<file path="config.mk">
export PLATFORM = sky130hd
export DESIGN_NAME = maze_explorer_gen
export DESIGN_NICKNAME = d
export VERILOG_FILES = /design/src/rtl/maze_pkg.sv /design/src/rtl/maze_wall_follower.sv /design/src/rtl/maze_explorer_gen.sv
export SDC_FILE = /design/constraint.sdc
export NUM_CORES = 1
export LEC_CHECK = 0
export ABC_AREA = 1
export CAP_MARGIN = 25
export CORE_MARGIN = 4
export CORE_UTILIZATION = 34
export DETAILED_ROUTE_END_ITERATION = 8
export HOLD_SLACK_MARGIN = 0.02
export PLACE_DENSITY = 0.56
export SETUP_SLACK_MARGIN = 0.3
export SYNTH_ARGS = -nofsm -noshare
export SYNTH_HDL_FRONTEND = slang
export SYNTH_SLANG_ARGS = --single-unit
</file>
<file path="constraint.sdc">
create_clock -name clk -period 13.4 [get_ports clk]
set_input_delay 3.35 -clock clk [delete_from_list [all_inputs] [get_ports clk]]
set_output_delay 3.35 -clock clk [all_outputs]
set_load 0.05 [all_outputs]
</file>
<file path="src/rtl/maze_pkg.sv">
// Shared encodings for the maze explorer: move codes, absolute directions and FSM states.
package maze_pkg;

    localparam logic [2:0] MV_NONE  = 3'b000;
    localparam logic [2:0] MV_FWD   = 3'b001;
    localparam logic [2:0] MV_LEFT  = 3'b010;
    localparam logic [2:0] MV_RIGHT = 3'b011;
    localparam logic [2:0] MV_UTURN = 3'b100;

    localparam logic [1:0] DIR_N = 2'd0;
    localparam logic [1:0] DIR_E = 2'd1;
    localparam logic [1:0] DIR_S = 2'd2;
    localparam logic [1:0] DIR_W = 2'd3;

    typedef enum logic [2:0] {
        ST_IDLE,
        ST_RUN,
        ST_DONE,
        ST_ERR,
        ST_TOUT
    } state_t;

endpackage

</file>
<file path="src/rtl/maze_wall_follower.sv">
// Hand-rule decision from relative walls to a move code.
// Purely combinational; no handshake, result is consumed in the same cycle.
module maze_wall_follower
    import maze_pkg::*;
(
    input  logic       left,
    input  logic       mid,
    input  logic       right,
    input  logic       hand,
    output logic [2:0] move
);

    always_comb begin
        move = MV_UTURN;
        if (!hand) begin
            if (!left)       move = MV_LEFT;
            else if (!mid)   move = MV_FWD;
            else if (!right) move = MV_RIGHT;
        end else begin
            if (!right)      move = MV_RIGHT;
            else if (!mid)   move = MV_FWD;
            else if (!left)  move = MV_LEFT;
        end
    end

endmodule

</file>
<file path="src/rtl/maze_explorer_gen.sv">
// Wall-following maze explorer: one move per sensed cycle, tracks pose, dead ends and exit gating.
// Move and pose register on the sampling edge; no backpressure, the motion side must take every move.
module maze_explorer_gen
    import maze_pkg::*;
#(
    parameter int MAZE_W      = 9,
    parameter int MAZE_H      = 9,
    parameter int START_POS   = 76,
    parameter int START_DIR   = 0,
    parameter int EXIT_POS    = 4,
    parameter int EXIT_DIR    = 0,
    parameter int DEAD_TARGET = 0,
    parameter int MAX_STEPS   = 1023,
    localparam int PW = $clog2(MAZE_W * MAZE_H),
    localparam int DW = $clog2(MAZE_W * MAZE_H + 1),
    localparam int SW = $clog2(MAX_STEPS + 1)
) (
    input  logic          clk,
    input  logic          rst,
    input  logic          start,
    input  logic          hand,
    input  logic          sense_valid,
    input  logic          left,
    input  logic          mid,
    input  logic          right,
    output logic          move_valid,
    output logic [2:0]    move,
    output logic [PW-1:0] pos,
    output logic [1:0]    facing,
    output logic [DW-1:0] dead_cnt,
    output logic [SW-1:0] steps,
    output logic          done,
    output logic          err,
    output logic          timeout
);

    localparam int RW = $clog2(MAZE_H);
    localparam int CW = $clog2(MAZE_W);
    localparam logic [RW-1:0] START_ROW  = RW'(START_POS / MAZE_W);
    localparam logic [CW-1:0] START_COL  = CW'(START_POS % MAZE_W);
    localparam logic [1:0]    START_FACE = 2'(START_DIR);
    localparam logic [1:0]    EXIT_SIDE  = 2'(EXIT_DIR);
    localparam logic [PW-1:0] EXIT_IDX   = PW'(EXIT_POS);

    state_t                   state;
    logic                     hand_q;
    logic [RW-1:0]            row, row_nxt;
    logic [CW-1:0]            col, col_nxt;
    logic [MAZE_W*MAZE_H-1:0] dead_map;
    logic                     at_exit, mask_en, off_grid, is_exit, hit_max;
    logic                     w_left, w_mid, w_right;
    logic [1:0]               exit_rel, new_facing;
    logic [2:0]               dec_move;
    logic [SW-1:0]            steps_nxt;

    assign pos     = PW'(row) * PW'(MAZE_W) + PW'(col);
    assign at_exit = (pos == EXIT_IDX);
    assign mask_en = at_exit && ((32'(dead_cnt) + 32'd1) <= 32'(DEAD_TARGET));

    // Exit side seen relative to the bot; a side behind needs no masking.
    assign exit_rel = EXIT_SIDE - facing;
    assign w_left   = left  | (mask_en && exit_rel == 2'd3);
    assign w_mid    = mid   | (mask_en && exit_rel == 2'd0);
    assign w_right  = right | (mask_en && exit_rel == 2'd1);

    maze_wall_follower u_follow (
        .left  (w_left),
        .mid   (w_mid),
        .right (w_right),
        .hand  (hand_q),
        .move  (dec_move)
    );

    always_comb begin
        new_facing = facing;
        case (dec_move)
            MV_LEFT:  new_facing = facing - 2'd1;
            MV_RIGHT: new_facing = facing + 2'd1;
            MV_UTURN: new_facing = facing + 2'd2;
            default:  new_facing = facing;
        endcase
    end

    always_comb begin
        row_nxt  = row;
        col_nxt  = col;
        off_grid = 1'b0;
        case (new_facing)
            DIR_N: if (row == '0) off_grid = 1'b1; else row_nxt = row - RW'(1);
            DIR_E: if (col == CW'(MAZE_W - 1)) off_grid = 1'b1; else col_nxt = col + CW'(1);
            DIR_S: if (row == RW'(MAZE_H - 1)) off_grid = 1'b1; else row_nxt = row + RW'(1);
            default: if (col == '0) off_grid = 1'b1; else col_nxt = col - CW'(1);
        endcase
    end

    assign is_exit   = at_exit && (new_facing == EXIT_SIDE);
    assign steps_nxt = steps + SW'(1);
    assign hit_max   = (steps_nxt == SW'(MAX_STEPS));

    always_ff @(posedge clk or posedge rst) begin
        if (rst) begin
            state      <= ST_IDLE;
            hand_q     <= 1'b0;
            row        <= START_ROW;
            col        <= START_COL;
            facing     <= START_FACE;
            dead_map   <= '0;
            dead_cnt   <= '0;
            steps      <= '0;
            move       <= MV_NONE;
            move_valid <= 1'b0;
            done       <= 1'b0;
            err        <= 1'b0;
            timeout    <= 1'b0;
        end else begin
            move_valid <= 1'b0;
            move       <= MV_NONE;
            case (state)
                ST_IDLE: begin
                    if (start) begin
                        hand_q <= hand;
                        state  <= ST_RUN;
                    end
                end
                ST_RUN: begin
                    if (sense_valid) begin
                        move_valid <= 1'b1;
                        move       <= dec_move;
                        steps      <= steps_nxt;
                        if (dec_move == MV_UTURN && !dead_map[pos]) begin
                            dead_map[pos] <= 1'b1;
                            dead_cnt      <= dead_cnt + DW'(1);
                        end
                        if (is_exit) begin
                            facing <= new_facing;
                            done   <= 1'b1;
                            state  <= ST_DONE;
                        end else begin
                            if (off_grid) begin
                                err   <= 1'b1;
                                state <= ST_ERR;
                            end else begin
                                facing <= new_facing;
                                row    <= row_nxt;
                                col    <= col_nxt;
                            end
                            // An off-grid move still counts towards the limit; ERR wins the state.
                            if (hit_max) begin
                                timeout <= 1'b1;
                                if (!off_grid) state <= ST_TOUT;
                            end
                        end
                    end
                end
                default: ;
            endcase
        end
    end

endmodule

</file>
After elaboration in Yosys (flattened, before gate mapping):

Index checks and enable logic that the tools add are counted.

* flip-flop bits (word level): 119
* output and inout port bits: 33

* $add $sub $neg: 12
* multipliers: 1
* magnitude comparators: 3
* eq/ne operators: 19
* muxes and demuxes: 36
* bitwise logic cells: 7
* reductions and logical operators: 26

Operators by type and width (number)
* 81-bit bitwise OR: 1
* 3-bit two-way mux: 15
* 4-bit two-way mux: 4
* 4-bit case mux with 2 select lines: 2
* 7-bit AND reduction: 2
* 3-bit AND reduction: 4
* 10-bit by 1-bit adder with 10-bit output (second input constant): 1
* 10-bit equality test (second input constant): 1
* 2-bit inequality test (second input constant): 5
* 4-bit by 1-bit adder with 4-bit output (second input constant): 2
* 7-bit by 1-bit adder with 8-bit output (second input constant): 1
* 4-bit equality test (second input constant): 2
* 8-bit by 1-bit <= comparator with 1-bit output (second input constant): 1
* 4-bit logical NOT: 2
* 7-bit by 8-bit less-than comparator with 1-bit output (second input constant): 1
* 1-bit two-way mux: 8
* 4-bit AND reduction: 2
* 4-bit by 1-bit subtractor with 4-bit output (second input constant): 2
* 7-bit by 1-bit adder with 7-bit output (second input constant): 1
* 7-bit by 4-bit adder with 7-bit output: 1
* 1-bit binary-select mux with 7-bit select: 1
* 1-bit demux with 7-bit select: 1
* 7-bit by 3-bit equality test with 1-bit output (second input constant): 1
* 7-bit by 1-bit >= comparator with 1-bit output (second input constant): 1
* other kinds (24): 42

Longest topological paths before layout:

Gate-level depths: netlist of run 1.

* word-level depth: 20
* depth in mapped cells: 27
* depth with buffers taken out: 27

Cells and area by module:

A second synthesis of run 1 with hierarchy kept.

* cells, all modules: 882
* area total of the unflattened synthesis: 6998.0 µm²

By module, submodules not included
* maze_explorer_gen: times used 1, cells each 873, area an instance 6956.7 µm², sequential area each 2980.4 µm²
* maze_wall_follower: times used 1, cells each 9, area an instance 41.3 µm², sequential area each 0.0 µm²

Worst setup path after synthesis of run 1:

Ideal clock, no wire load.

* path kind: register -> output
* from: reg row[3]
* to: out pos[6]
* arrival time: 2156 ps
* required time: 10050 ps
* slack: 7894 ps
* cell stages (with the launch flop): 9
* buffers on the path: 0
* cell sequence: dfstp_2 > ha_1 > ha_1 > ha_1 > nand2_1 > nand2_1 > nand2_1 > nand4_1 > nand2_1

* cells in the longest elaborated chain, start to end: 2

RTL lines
* start, declared: RTL line maze_explorer_gen.sv:47 `logic [RW-1:0] row, row_nxt;`
* start signal, assigned: RTL line maze_explorer_gen.sv:144 `row <= row_nxt;`
* 4-bit by 4-bit multiplier with 7-bit output: RTL line maze_explorer_gen.sv:56 `assign pos = PW'(row) * PW'(MAZE_W) + PW'(col);`
* 7-bit by 4-bit adder with 7-bit output: RTL line maze_explorer_gen.sv:56
* end, declared: RTL line maze_explorer_gen.sv:28 `output logic [PW-1:0] pos,`

Every way passes these cells.

Worst setup path after layout of run 1:

Ends and elaborated chain as after synthesis.

==> results of run 1 <==
-- layout make-up --
type	count	area [um2]	area share
Sequential cell	119	2980	0.391
Multi-Input combinational cell	498	2830	0.372
Clock buffer	23	498	0.0653
Inverter	121	464	0.0609
Timing Repair Buffer	43	423	0.0555
Tap cell	229	287	0.0376
Clock inverter	9	139	0.0182
-- flip-flops by register name (all words and copies together) (netlist names) --
signal      count
col             4
dead_cnt        7
dead_map       81
done            1
err             1
facing          2
hand_q          1
move            3
move_valid      1
row             4
state           3
steps          10
timeout         1
-- worst register-to-register path: stages, from the launching register on --
cell	delay, ns
dfrtp_1	0.46
ha_1	0.32
ha_1	0.24
fa_1	0.56
nand3_1	0.48
inv_1	0.47
o2bb2ai_1	0.24
o41ai_1	0.41
nand3_1	0.21
a211oi_2	0.30
nand2_2	0.06
buf_4	0.33
nor2_1	0.81
nand2_1	0.12
nand2_1	0.12
-- stage by stage --
step / cell area, um2 / util / cells / hold WS [ns]
finish: 7620 / 0.419 / 1042 / 0.451
global route: 7620 / 0.419 / 1042 / 0.464
CTS: 7620 / 0.419 / 1042 / 0.451
detailed placement: 6990 / 0.384 / 1010 / 0.438
global placement: 6990 / 0.384 / 1010 / 0.433
floorplan: 6380 / - / 756 / 0.419
-- cells by family (layout without fill, tap and decap cells) --
logic type	count (synthesis)	count (layout)	synth area share
simple gates	315	315	0.232
compound gates	143	143	0.140
buf+inv	139	196	0.0896
flops	119	119	0.467
fa+ha+maj	22	22	0.0466
xor+xnor	18	18	0.0247
-- synthesized netlist by cell type (2+ instances only) --
master / count / area [um2]
o21ai_1: 14 / 70.1
clkbuf_1: 11 / 41.3
nand4_1: 9 / 56.3
a221oi_1: 4 / 35.0
nand3_1: 37 / 185
nor4_1: 3 / 18.8
nand2_1: 190 / 713
ha_1: 19 / 238
o22ai_1: 24 / 150
nor2_1: 35 / 131
nand2_4: 5 / 56.3
nor3_1: 3 / 15.0
nor2_2: 3 / 18.8
o21ai_0: 49 / 245
nand3_2: 8 / 80.1
o2bb2ai_1: 2 / 17.5
nor3_4: 2 / 32.5
o41ai_1: 4 / 35.0
xor2_1: 12 / 105
xnor2_1: 6 / 52.6
nand3b_1: 2 / 15.0
nand3_4: 2 / 35.0
buf_6: 5 / 56.3
inv_1: 110 / 413
nand2_2: 11 / 68.8
a22oi_1: 2 / 15.0
dfrtp_1: 117 / 2930
o21bai_1: 27 / 203
dfstp_2: 2 / 52.6
inv_2: 8 / 30.0
inv_4: 3 / 18.8
fa_1: 3 / 60.1
a21oi_1: 9 / 45.0
-- path summary, 6_finish.rpt --
check,start,end,cells past startpoint,slack [ns]
worst max-delay path,row[3],pos[6],9,6.75
worst min-delay path,dead_map[36],dead_map[36],2,0.45
worst max register to register,row[1],dead_map[8],14,8.20
worst min register to register,dead_map[36],dead_map[36],2,0.45
max in group asynchronous,rst,dead_map[54],3,8.71
min in group asynchronous,rst,steps[5],2,3.46
-- layer usage --
layer,vias up,global-route usage,part of all wire
li1,2551,-,-
met1,2426,0.236,0.51
met2,108,0.225,0.43
met3,16,0.0359,0.046
met4,0,0.0418,0.013
met5,-,0,0
==> run summary, run 1 <==
Outcome: finished clean
Grt ovf: 0
Period utilisation layout: 0.496
Commonest non-fill, non-tap cell in the layout: nand2_1
Die height: 145 um
Mapped Cells: 756
Die area: 21000 um2
Slowest stage delay, CP: 0.85 ns
Die W: 145 um
First-pass GRT wire length: 26700 um
CP startpoint kind: register
Crit-path cells: ha_1 > ha_1 > ha_1 > nand2_1 > nand2_1 > nand2_1 > nand4_1 > nand2_1 > clkdlybuf4s50_1
Clk_skew: 0.00867 ns
RSZ-0062 raised after global routing: false
Total CTS buffers: 17
Total vias in the final route: 5101
Crit path top cell by count: nand2_1
Crit path DAT: 3.30 ns
Max Buffers Root-to-Sink: 2
Remaining DRCs: 0
Clk root buf: clkbuf_16
Initial Util: 0.351
Family with the most delay on the worst path: adder cells
Crit path buf inv count: 1
Clock Latency Late Sink: 0.41 ns
Sequential-to-total area share from yosys stat: 0.467
Post-route setup TNS: 0 ns
First DRT Iteration DRCs: 284
Final nets: 830
Setup CP Type: reg -> out
# IOs: 41
Post-Syn Area per Cell: 8.45 um2
Pin count of the biggest net entering global routing: 69
FF+latch count, synth: 119
Max-slew violations: 0
Ys async rst share: 1.00
MaxCap Viol Count: 0
CP max-delay cell: clkdlybuf4s50_1
PortBufs: 40
Fin. Hold Viols: 0
Ys flop type: dfrtp_1
Place WS: 7.17 ns
Relative slew slack: 0.409
TritonCTS clock tree: yes
Type of the worst min-delay path: reg -> reg
Number of synthesized flops with an enable pin: 0
Post-Syn Area: 6380 um2
CP Max Fanout: 5
Drt pass-1 iters: 6
Final worst slack: 6.75 ns
Critical Path RT: 10.05 ns
CTS resizes: 0
Commonest cells after routing, fill and taps aside: nand2_1 (190), dfrtp_1 (117), inv_1 (109)
# fillers: 1842
FP Rows: 49
Tmin final: 6.65 ns
RePlAce Congestion: 0.789
Vias in the first global route: 4953
DP Wirelength: 10600 um
Fraction of layout cells with a size suffix above 1: 0.106
Fmax achieved: 150 MHz
Netlist cell types: 48
Routed WL per cell: 15.1 um
Post-Synthesis Net Count: 786
Final setup violation count: 0
Worst slew pin tran: 0.883 ns
Htree depth: 4
Overall routed net length: 15700 um
Initial antenna violation count: 0
Layout area overhead: 19.4%
GRT Overall Usage: 0.156
Antenna Cells: 0
Vias/cell: 4.90
Clk slew on worst S/H paths: 0.05 ns
Antenna Nets Post-Route: 0
# hold bufs at CTS: 0
Postcts setup bufs: 0
Core ar.: 18200 um2
Ys Warns: 0
CP Capture Type: output port
Clock Sink Count: 119
Power of run 1 is left out: the tool's default activity adds up to more than one toggle a clock period on the data nets, which glitch-free logic cannot reach.
==> run 2, diff against run 1 <==
- clock period: 13.4 -> 6.32 ns (I/O delays scaled with it)
==> run summary, run 2 (synthesized netlist as in run 1, its figures left out) <==
Antenna Nets Post-Route: 0
Antenna Cells: 0
Grt ovf: 0
Fraction of layout cells with a size suffix above 1: 0.108
Htree depth: 4
CP Capture Type: output port
Vias in the first global route: 5156
Final setup violation count: 0
RSZ-0062 raised after global routing: false
Clk root buf: clkbuf_16
Relative slew slack: 0.342
Initial antenna violation count: 0
# IOs: 41
Max Buffers Root-to-Sink: 2
Crit path DAT: 3.38 ns
FP Rows: 49
Core ar.: 18200 um2
CP startpoint kind: register
# hold bufs at CTS: 0
Setup CP Type: reg -> out
Postcts setup bufs: 0
Multi-input logic area: 2830 um2
Tmin final: 4.96 ns
Fin. Hold Viols: 0
Pin count of the biggest net entering global routing: 68
Clk_skew: 0.00822 ns
Die area: 21000 um2
Biggest register: dead_map
Reg area: 2980 um2
Commonest non-fill, non-tap cell in the layout: nand2_1
Post-route setup TNS: 0 ns
Commonest cells after routing, fill and taps aside: nand2_1 (190), dfrtp_1 (117), inv_1 (109)
Initial Util: 0.351
Vias/cell: 4.90
Worst slew pin tran: 0.983 ns
Total CTS buffers: 17
Die W: 145 um
TritonCTS clock tree: yes
Outcome: finished clean
Clock Latency Late Sink: 0.42 ns
Max FFs per register: 81
Clk slew on worst S/H paths: 0.06 ns
First DRT Iteration DRCs: 352
PortBufs: 40
Final nets: 833
GRT Overall Usage: 0.159
Die height: 145 um
Max-slew violations: 0
Type of the worst min-delay path: reg -> reg
Routed WL per cell: 15.3 um
MaxCap Viol Count: 0
DP Wirelength: 10800 um
Fmax achieved: 202 MHz
Biggest regs: dead_map: 81 flops, steps: 10 flops, dead_cnt: 7 flops
RePlAce Congestion: 0.827
Drt pass-1 iters: 7
CTS resizes: 0
Critical Path RT: 4.74 ns
Total vias in the final route: 5112
First-pass GRT wire length: 27300 um
Clock Sink Count: 119
CP Max Fanout: 5
Layout area overhead: 20.1%
# fillers: 1804
Overall routed net length: 16000 um
Period utilisation layout: 0.785
Remaining DRCs: 0
-- run 2: final cells by class --
type	count	area share
Clock buffer	18	0.0560
Timing Repair Buffer	46	0.0581
Sequential cell	119	0.389
Inverter	121	0.0606
Tap cell	229	0.0374
Multi-Input combinational cell	498	0.370
Clock inverter	13	0.0297
-- run 2: path summary, 6_finish.rpt --
kind | from | to | slack [ns] | depth (start not counted)
worst max-delay path | row[3] | pos[6] | 1.36 | 9
worst min-delay path | dead_map[48] | dead_map[48] | 0.45 | 2
worst max register to register | row[1] | row[3] | 1.75 | 22
worst min register to register | dead_map[48] | dead_map[48] | 0.45 | 2
max in group asynchronous | rst | col[2] | 3.77 | 3
min in group asynchronous | rst | steps[2] | 1.59 | 2
-- run 2: critical path: stages, from the launching register on --
cell and delay (ns):
dfstp_2 0.58, ha_1 0.25, ha_1 0.27, ha_1 0.37
nand2_1 0.10, nand2_1 0.06, nand2_1 0.08, nand4_1 0.16
nand2_1 0.22, clkdlybuf4s50_1 0.87
-- run 2: stage by stage --
| stage | setup WS [ns] | utilization | hold slack, ns | cell area [um2] | instances |
|---|---|---|---|---|---|
| finish | 1.36 | 0.421 | 0.448 | 7670 | 1044 |
| global route | 1.17 | 0.421 | 0.466 | 7670 | 1044 |
| CTS | 1.35 | 0.421 | 0.450 | 7670 | 1044 |
| detailed placement | 1.75 | 0.385 | 0.434 | 7010 | 1013 |
| global placement | 1.79 | 0.385 | 0.431 | 7010 | 1013 |
| floorplan | 1.59 | - | 0.419 | 6380 | 756 |
-- run 2: per-layer routing --
metal,vias to the layer above,share of wire,global-route usage
met5,-,0,0
met2,97,0.44,0.237
met1,2443,0.51,0.233
met4,0,0.0082,0.0442
li1,2561,-,-
met3,11,0.040,0.0368
Power of run 2 is left out for the same reason.
